File: src/rtl/adda_mc_pipe.sv
// ---------------------------------------------------------------------------
// adda_mc_pipe
//
// Pipelined, multi-channel log-domain adder. For each accepted sample it
// computes DQL = DQLN + (Y >> Y_SHIFT), tags it with its channel, and flags
// signed positive overflow. The result is either wrapped (bit-exact with the
// scalar adder) or clamped to the largest positive value. Overflow events are
// counted per channel, and the controller can read the counters back.
//
// Pipeline: stage 1 holds sum/flag/tag, stage 2 is the output register.
// Latency is 2 cycles from input accept to output valid. Throughput is one
// sample per clock. Back-pressure is valid/ready at both ends.
//
// Ports
//   clk        clock, all state changes on the rising edge
//   reset_n    asynchronous active-low reset
//   IN_VALID   input sample valid
//   IN_READY   block accepts a sample this cycle (combinational)
//   CH_IN      channel tag of the input sample
//   DQLN       log of the normalized quantized difference (two's complement)
//   Y          quantizer scale factor (unsigned)
//   OUT_VALID  output sample valid
//   OUT_READY  downstream accepts the output sample
//   CH_OUT     channel tag of the output sample
//   DQL        log of the quantized difference
//   OVF        output sample overflowed (wrapped or clamped)
//   CNT_CLR    synchronous clear of all overflow counters
//   CNT_SEL    overflow counter read select
//   CNT_OUT    registered overflow count of channel CNT_SEL
// ---------------------------------------------------------------------------
module adda_mc_pipe #(
   parameter int DQL_W   = 12,
   parameter int Y_W     = 13,
   parameter int Y_SHIFT = 2,
   parameter int NCH     = 32,
   parameter int SAT_EN  = 0,
   parameter int CNT_W   = 16,
   parameter int CH_W    = (NCH > 1) ? $clog2(NCH) : 1
) (
   input  logic             clk,
   input  logic             reset_n,
   input  logic             IN_VALID,
   output logic             IN_READY,
   input  logic [CH_W-1:0]  CH_IN,
   input  logic [DQL_W-1:0] DQLN,
   input  logic [Y_W-1:0]   Y,
   output logic             OUT_VALID,
   input  logic             OUT_READY,
   output logic [CH_W-1:0]  CH_OUT,
   output logic [DQL_W-1:0] DQL,
   output logic             OVF,
   input  logic             CNT_CLR,
   input  logic [CH_W-1:0]  CNT_SEL,
   output logic [CNT_W-1:0] CNT_OUT
);

   localparam int B_W = Y_W - Y_SHIFT;
   localparam logic [DQL_W-1:0] SAT_MAX = {1'b0, {(DQL_W-1){1'b1}}};

   // Pipeline registers
   logic             s1Valid_q;
   logic [DQL_W-1:0] s1Dql_q;
   logic             s1Ovf_q;
   logic [CH_W-1:0]  s1Ch_q;

   logic             outValid_q;
   logic [DQL_W-1:0] outDql_q;
   logic             outOvf_q;
   logic [CH_W-1:0]  outCh_q;

   // Overflow counters and registered read port
   logic [CNT_W-1:0] cnt_q [NCH];
   logic [CNT_W-1:0] cnt_d [NCH];
   logic [CNT_W-1:0] cntOut_q;
   logic [CNT_W-1:0] cntOut_d;

   // Datapath / handshake nets
   logic [DQL_W-1:0] addB;
   logic [DQL_W-1:0] sum;
   logic             ovfRaw;
   logic [DQL_W-1:0] s1Dql_d;
   logic             adv1;
   logic             adv2;
   logic             countEvent;

   // The bits of Y that are shifted out do not take part in the sum.
   generate
      if (Y_SHIFT > 0) begin : gLowY
         logic unusedYLow;
         assign unusedYLow = ^Y[Y_SHIFT-1:0];
      end
   endgenerate

   // Stage 2 advances when it is empty or being drained. Stage 1 advances
   // when it is empty or can move into stage 2. An input is accepted whenever
   // stage 1 can advance, so a full pipeline under back-pressure stalls the
   // input without dropping anything.
   assign adv2     = !outValid_q || OUT_READY;
   assign adv1     = !s1Valid_q || adv2;
   assign IN_READY = adv1;

   // The shifted scale factor is zero-extended, so it is never negative.
   // Because of that, the sum can only overflow upward, and only from a
   // non-negative DQLN. A carry-out with a negative DQLN is an ordinary
   // wrap back toward zero and is not an overflow.
   assign addB    = {{(DQL_W-B_W){1'b0}}, Y[Y_W-1:Y_SHIFT]};
   assign sum     = DQLN + addB;
   assign ovfRaw  = !DQLN[DQL_W-1] && sum[DQL_W-1];
   assign s1Dql_d = ((SAT_EN != 0) && ovfRaw) ? SAT_MAX : sum;

   // Stage 1 captures the arithmetic result, overflow flag and tag for
   // every accepted sample. When no sample arrives it simply goes empty.
   always_ff @(posedge clk or negedge reset_n) begin
      if (!reset_n) begin
         s1Valid_q <= 1'b0;
         s1Dql_q   <= '0;
         s1Ovf_q   <= 1'b0;
         s1Ch_q    <= '0;
      end else if (adv1) begin
         s1Valid_q <= IN_VALID;
         if (IN_VALID) begin
            s1Dql_q <= s1Dql_d;
            s1Ovf_q <= ovfRaw;
            s1Ch_q  <= CH_IN;
         end
      end
   end

   // Stage 2 is the output register. It only reloads when it can advance,
   // so a stalled output keeps DQL/CH_OUT/OVF stable.
   always_ff @(posedge clk or negedge reset_n) begin
      if (!reset_n) begin
         outValid_q <= 1'b0;
         outDql_q   <= '0;
         outOvf_q   <= 1'b0;
         outCh_q    <= '0;
      end else if (adv2) begin
         outValid_q <= s1Valid_q;
         if (s1Valid_q) begin
            outDql_q <= s1Dql_q;
            outOvf_q <= s1Ovf_q;
            outCh_q  <= s1Ch_q;
         end
      end
   end

   assign OUT_VALID = outValid_q;
   assign DQL       = outDql_q;
   assign OVF       = outOvf_q;
   assign CH_OUT    = outCh_q;

   // A counter is charged when an overflowing sample moves from stage 1
   // into stage 2. That happens exactly once per sample, however long the
   // output stalls.
   assign countEvent = s1Valid_q && s1Ovf_q && adv2;

   // Counter next state. A clear overrides any same-cycle increment.
   // Counters stick at their maximum. Tags outside 0..NCH-1 match no
   // counter, so those samples pass through without being counted.
   always_comb begin
      for (int c = 0; c < NCH; c++) begin
         cnt_d[c] = cnt_q[c];
      end
      if (CNT_CLR) begin
         for (int c = 0; c < NCH; c++) begin
            cnt_d[c] = '0;
         end
      end else if (countEvent) begin
         for (int c = 0; c < NCH; c++) begin
            if ((s1Ch_q == CH_W'(c)) && (cnt_q[c] != {CNT_W{1'b1}})) begin
               cnt_d[c] = cnt_q[c] + CNT_W'(1);
            end
         end
      end
   end

   // Read mux for the controller. An out-of-range select reads zero.
   always_comb begin
      cntOut_d = '0;
      for (int c = 0; c < NCH; c++) begin
         if (CNT_SEL == CH_W'(c)) begin
            cntOut_d = cnt_q[c];
         end
      end
   end

   // Counter bank and the registered read port. CNT_OUT shows the value
   // the selected counter held before this edge.
   always_ff @(posedge clk or negedge reset_n) begin
      if (!reset_n) begin
         for (int c = 0; c < NCH; c++) begin
            cnt_q[c] <= '0;
         end
         cntOut_q <= '0;
      end else begin
         for (int c = 0; c < NCH; c++) begin
            cnt_q[c] <= cnt_d[c];
         end
         cntOut_q <= cntOut_d;
      end
   end

   assign CNT_OUT = cntOut_q;

endmodule

File: config.mk
export PLATFORM = sky130hd
export DESIGN_NAME = adda_mc_pipe
export DESIGN_NICKNAME = d
export VERILOG_FILES = /design/src/rtl/adda_mc_pipe.sv
export SDC_FILE = /design/constraint.sdc
export NUM_CORES = 1
export LEC_CHECK = 0
export BUFFER_PORTS_ARGS = -buffer_cell sky130_fd_sc_hd__buf_2
export CAP_MARGIN = 10
export CORE_MARGIN = 2
export CORE_UTILIZATION = 50
export CTS_CLUSTER_DIAMETER = 120
export DETAILED_ROUTE_END_ITERATION = 6
export HOLD_SLACK_MARGIN = 0.08
export PLACE_DENSITY_LB_ADDON = 0.12
export SYNTH_ARGS = -nofsm -noshare
export SYNTH_HDL_FRONTEND = slang
export SYNTH_SLANG_ARGS = --single-unit
File: constraint.sdc
create_clock -name clk -period 7.3 [get_ports clk]
set_clock_uncertainty 0.1 [all_clocks]
set_input_delay 0 -clock clk [delete_from_list [all_inputs] [get_ports clk]]
set_output_delay 0 -clock clk [all_outputs]
set_load 0.01 [all_outputs]
After elaboration in Yosys (flattened, before gate mapping)
Cells that the tools add are included.

Register bits after elaboration: 566. Latch bits: 0. RAM bits: 0. Bits in read-only memories: 0. Output and inout bits: 36. Word-level logic and storage cells: 343. Memories kept: 0.

$add $sub $neg: 33. $mul: 0. Div/mod/pow operators: 0. Order comparisons: 0. Eq/ne operators: 94. Shift operators: 0. Multiplexer cells: 66. Bitwise gates (word level): 0. Reductions and logical operators: 109.

Operators with widths (count): 2-to-1 mux 16 bit (64); 2-to-1 mux 512 bit (2); adder 16 x 1 -> 16 bit (second input constant) (32); != test 16 bit (second input constant) (32); == test 5 bit (second input constant) (32); == test 5 x 4 -> 1 bit (second input constant) (16); AND reduction 2 bit (34); nonzero test 2 bit (33); == test 5 x 3 -> 1 bit (second input constant) (8); logical AND 1 bit (35); == test 5 x 2 -> 1 bit (second input constant) (4); adder 12 x 11 -> 12 bit (1); == test 5 x 1 -> 1 bit (second input constant) (2); logical NOT 5 bit (2); logical NOT 1 bit (3); logical OR 1 bit (2).

Depth between registers and ports, before layout
Word-level depth: 33. Gate-level depth with buffers: 11.

Worst setup path before layout
OpenSTA, ideal clock, no wires.

Kind: register -> register. Start: register s1Ch_q[2]. End: register cnt_q[475] in the netlist's numbering. Library setup time: 127 ps. Data arrival time: 2143 ps. Data required time: 7073 ps. Setup slack: 4929 ps. Cell stages (with the launch flop): 10. Path buffers: 3. Cells stage by stage: dfrtp_1 -> clkbuf_2 -> or2_0 -> buf_2 -> nor2_2 -> nand2_1 -> or3_1 -> buf_2 -> or3_1 -> mux2_1.

Cells in the longest elaborated chain, start to end: 4.

Ends and longest elaborated chain: start: declaration (RTL line 64) `logic [CH_W-1:0] s1Ch_q;`; start signal: assignment (RTL line 118) `s1Ch_q <= '0;`; start signal: assignment (RTL line 124) `s1Ch_q <= CH_IN;`; == test 5 x 2 -> 1 bit (RTL line 170) `if ((s1Ch_q == CH_W'(c)) && (cnt_q[c] != {CNT_W{1'b1}})) begin`; logical AND 1 bit (RTL line 170); nonzero test 2 bit (no source line); AND reduction 2 bit (no source line); end signal: indexed assignment (RTL line 197) `cnt_q[c] <= cnt_d[c];`; end: declaration (RTL line 72) `logic [CNT_W-1:0] cnt_q [NCH];`.

No other way between the ends. A chain may end at the register's enable or synchronous reset.

Worst setup path in the final report
Start: input port CNT_SEL[1]. End: register cntOut_q[2], in the netlist CNT_OUT[2].

Cells in the longest elaborated chain, start to end: 33.

Ends and longest elaborated chain: start: declaration (RTL line 53) `input logic [CH_W-1:0] CNT_SEL,`; logical NOT 5 bit (RTL line 181) `if (CNT_SEL == CH_W'(c)) begin`; 2-to-1 mux 16 bit (31 in series) (RTL line 181); 2-to-1 mux 16 bit (*) (RTL line 181); net cntOut_d[2] (RTL line 75) `logic [CNT_W-1:0] cntOut_d;`; end signal: assignment (RTL line 199) `cntOut_q <= cntOut_d;`; end: declaration (RTL line 74) `logic [CNT_W-1:0] cntOut_q;`.

Mark *: on every way through the listed nets, which the timed path passes. The rest lies on a longest branch.

==> metrics.cfg <==
[status]
outcome=completed

[clock_network]
numCtsBuffers=66
htree_num_levels=3
clk_pin_slew_ps=60
clock_path_buffers=3
clkLatencyLatePin_ps=620
cts_resized=0
cts_tree=yes
ctsRootBufferMaster=clkbuf_16
clock-sinks=566

[synth]
yosys.area.top_type=dfrtp_1
yosys_most_used_dff=dfrtp_1
seq_area_frac_synth_pct=41.71
yosys-top-cells-area=dfrtp_1 (42%), nor2_1 (6.7%), xor2_1 (6.5%)
synth.net_count=3887
synth_cells=3802
ys_ff_latch=566
async_reset_ff_share_pct=100.0
synth_edf_count=0
synth.most_common_cell=nor2_1
syn_area_um2=33960
avgSynthCellArea_um2=8.931
yosys_warnings=0
synth.distinct_cells=92
synth.top_cell.area_share_pct=41.71
ys_top_cells_by_count=nor2_1 (610), dfrtp_1 (566), nand2_1 (251), xor2_1 (251)

[setup_path]
worst_setup_path_start_kind=input pin
cpMostUsedCell=buf_4
worstRegToRegCells=7
worstReg2RegStart=s1Ch_q[4]
cp.buffers_inverters=5
cp_slowest_cell=a311oi_1
end_kind=flop
path_class=input pin to flop
r2r_slack_ps=3850
crit_arrival_ps=4410
r2r_end=cnt_q[447]
slowest_delay_ps=740
cp_top_family=buffers and inverters
critPathMaxFanout=45
crit_chain=dlygate4sd3_1 > clkbuf_8 > buf_4 > inv_1 > buf_4 > o21ai_0 > a22oi_1 > o31ai_1 > a311oi_1 > o221ai_1 > a211oi_1
required_ps=7720

[global_route]
grt_max_degree=157
grt.total_usage_pct=31.83
grt_overflow=0
antenna_found_initial=0
grt_pass1_wl_um=171700
grt_pass1_vias=27690

[detailed_routing]
drt-initial-drc-count=3350
vias=29680
drt_pass1_iterations=6
drtAntennaViolNets=0
drc=0
wirelength_um=112500
vias_per_cell=6.242
post_drt_wl_per_cell_um=23.66

[worst_hold_path]
holdPathEnd=s1Ovf_q
min_path_type=input pin to flop
worstHoldStart=Y[10]
hold_path_depth=6

[floorplanning]
start_util_pct=50.56
die_w_um=264.6
std_cell_rows=95
core_area_um2=67160
ios=76
die_h_um=264.6
die-area_um2=70010

[cells_and_area]
fin_area_um2=37780
area_delta_synth_final_pct=11.26
drive_gt1_share_pct=8.582
fillCellCount=6096
regArea_um2=14160
multi_input_area_um2=18690
layout.nets=3912

[power]
p_leak_nw=15.44
peakVddDrop_v=0.0001770
total_power_mw=7.430
powerDensity_nw_per_um2=196.7

[timing]
whs_ps=194.2
fin_tns_setup_ps=0
max_freq_mhz=250.5
finalCriticalPeriod_ps=3992
setup_violations=0
grt_setup_unrepaired=no
max-slew-margin-rel_pct=19.82
slew_violations=0
tightest_slew_ps=1187
finalCritPeriodShare_pct=54.69
finalHoldViolCount=0

[placed_design]
place_area_um2=34930
portBuffers=73
gp_congestion=0.9684
dp_hpwl_um=78400

[job]
max-cap-violations=0

## worst max-delay path by stage
stage,slack (ps),start,cells after the start,endpoint
after global routing,3330,CNT_SEL[1],11,CNT_OUT[2]
after global placement,3670,CNT_SEL[1],10,CNT_OUT[2]
final,3310,CNT_SEL[1],11,CNT_OUT[2]
after CTS,3720,CNT_SEL[1],11,CNT_OUT[2]
after floorplan,4930,s1Ch_q[2],9,cnt_q[475]
after detailed placement,3660,CNT_SEL[1],10,CNT_OUT[2]
## layout make-up
| cell class | instances | area share (%) |
|---|---|---|
| Timing Repair Buffer | 172 | 3.584 |
| Multi-Input combinational cell | 2963 | 49.47 |
| Clock inverter | 21 | 0.6524 |
| Inverter | 58 | 0.5763 |
| Sequential cell | 566 | 37.49 |
| Antenna cell | 2 | 0.01325 |
| Tap cell | 873 | 2.891 |
| Clock buffer | 100 | 5.326 |
## layout by cell type, fill, tap and decap left out, types with 59 or more instances in the layout
cell,synthesis,layout
buf_2,63,69
nand4_1,145,145
mux2i_1,82,82
xnor2_1,190,190
nand3_1,184,184
nand2_1,251,251
dfrtp_1,566,566
and4_1,59,59
nor2_1,610,610
xor2_1,251,251
clkbuf_16,0,68
o21ai_0,186,186
and3_1,66,66
a21oi_1,190,190
nor3_1,99,99
## power by group
| part | internal [mW] | switching (mW) | total (mW) |
|---|---|---|---|
| logic | 0.228 | 0.508 | 0.736 |
| clock network | 2.05 | 1.40 | 3.45 |
| registers | 3.20 | 0.0445 | 3.24 |
## state kept, by name, indices dropped and copies added, names as in the netlist, 5 cells and up
signal   flops
cnt_q      512
CNT_OUT     16
DQL         12
CH_OUT       5
s1Dql_q     12
s1Ch_q       5
## routing by layer
| layer | part of all wire (%) | vias up | routed length [um] | GRT usage, % |
|---|---|---|---|---|
| met3 | 8.2 | 265 | 9244 | 6.270 |
| met2 | 45 | 1222 | 50660 | 49.12 |
| met1 | 42 | 14550 | 47420 | 43.80 |
| met4 | 4.6 | 0 | 5156 | 13.53 |
| li1 | - | 13640 | - | - |
| met5 | 0 | - | 0 | 0 |
## worst reg2reg max path: stages, from the launching register on
cell	delay, ps
dfrtp_1	460
inv_2	130
nand4_1	700
nor3_1	1020
a21oi_1	310
nor4_1	380
xnor2_1	160
nor2_1	50
## per-stage QoR
step	utilization (%)	instances	setup WS (ps)
finish	56.25	4755	3308
CTS	56.25	4753	3722
detailed placement	52.01	4575	3657
global placement	52.01	4575	3672
global route	56.25	4753	3331
floorplan	-	3802	4929
## logic make-up (layout without fill, tap and decap cells)
group	count (synthesis)	count (layout)	share of synthesized area [%]
flops	566	566	41.71
mux	145	145	5.004
xor+xnor	441	441	11.38
compound gates	676	676	12.69
buf+inv	273	351	3.287
simple gates	1656	1656	24.25
fa+ha+maj	45	45	1.680
other cells	0	2	0
## what timing repair did
action / 4_1_cts / 5_1_grt
hold buffers: 57 / 0
setup endpoints to repair: 0 / 0
endpoints found under the hold margin: 535 / 0
setup buffers: 0 / 0
Note: power is estimated with default switching activity, not from simulation.
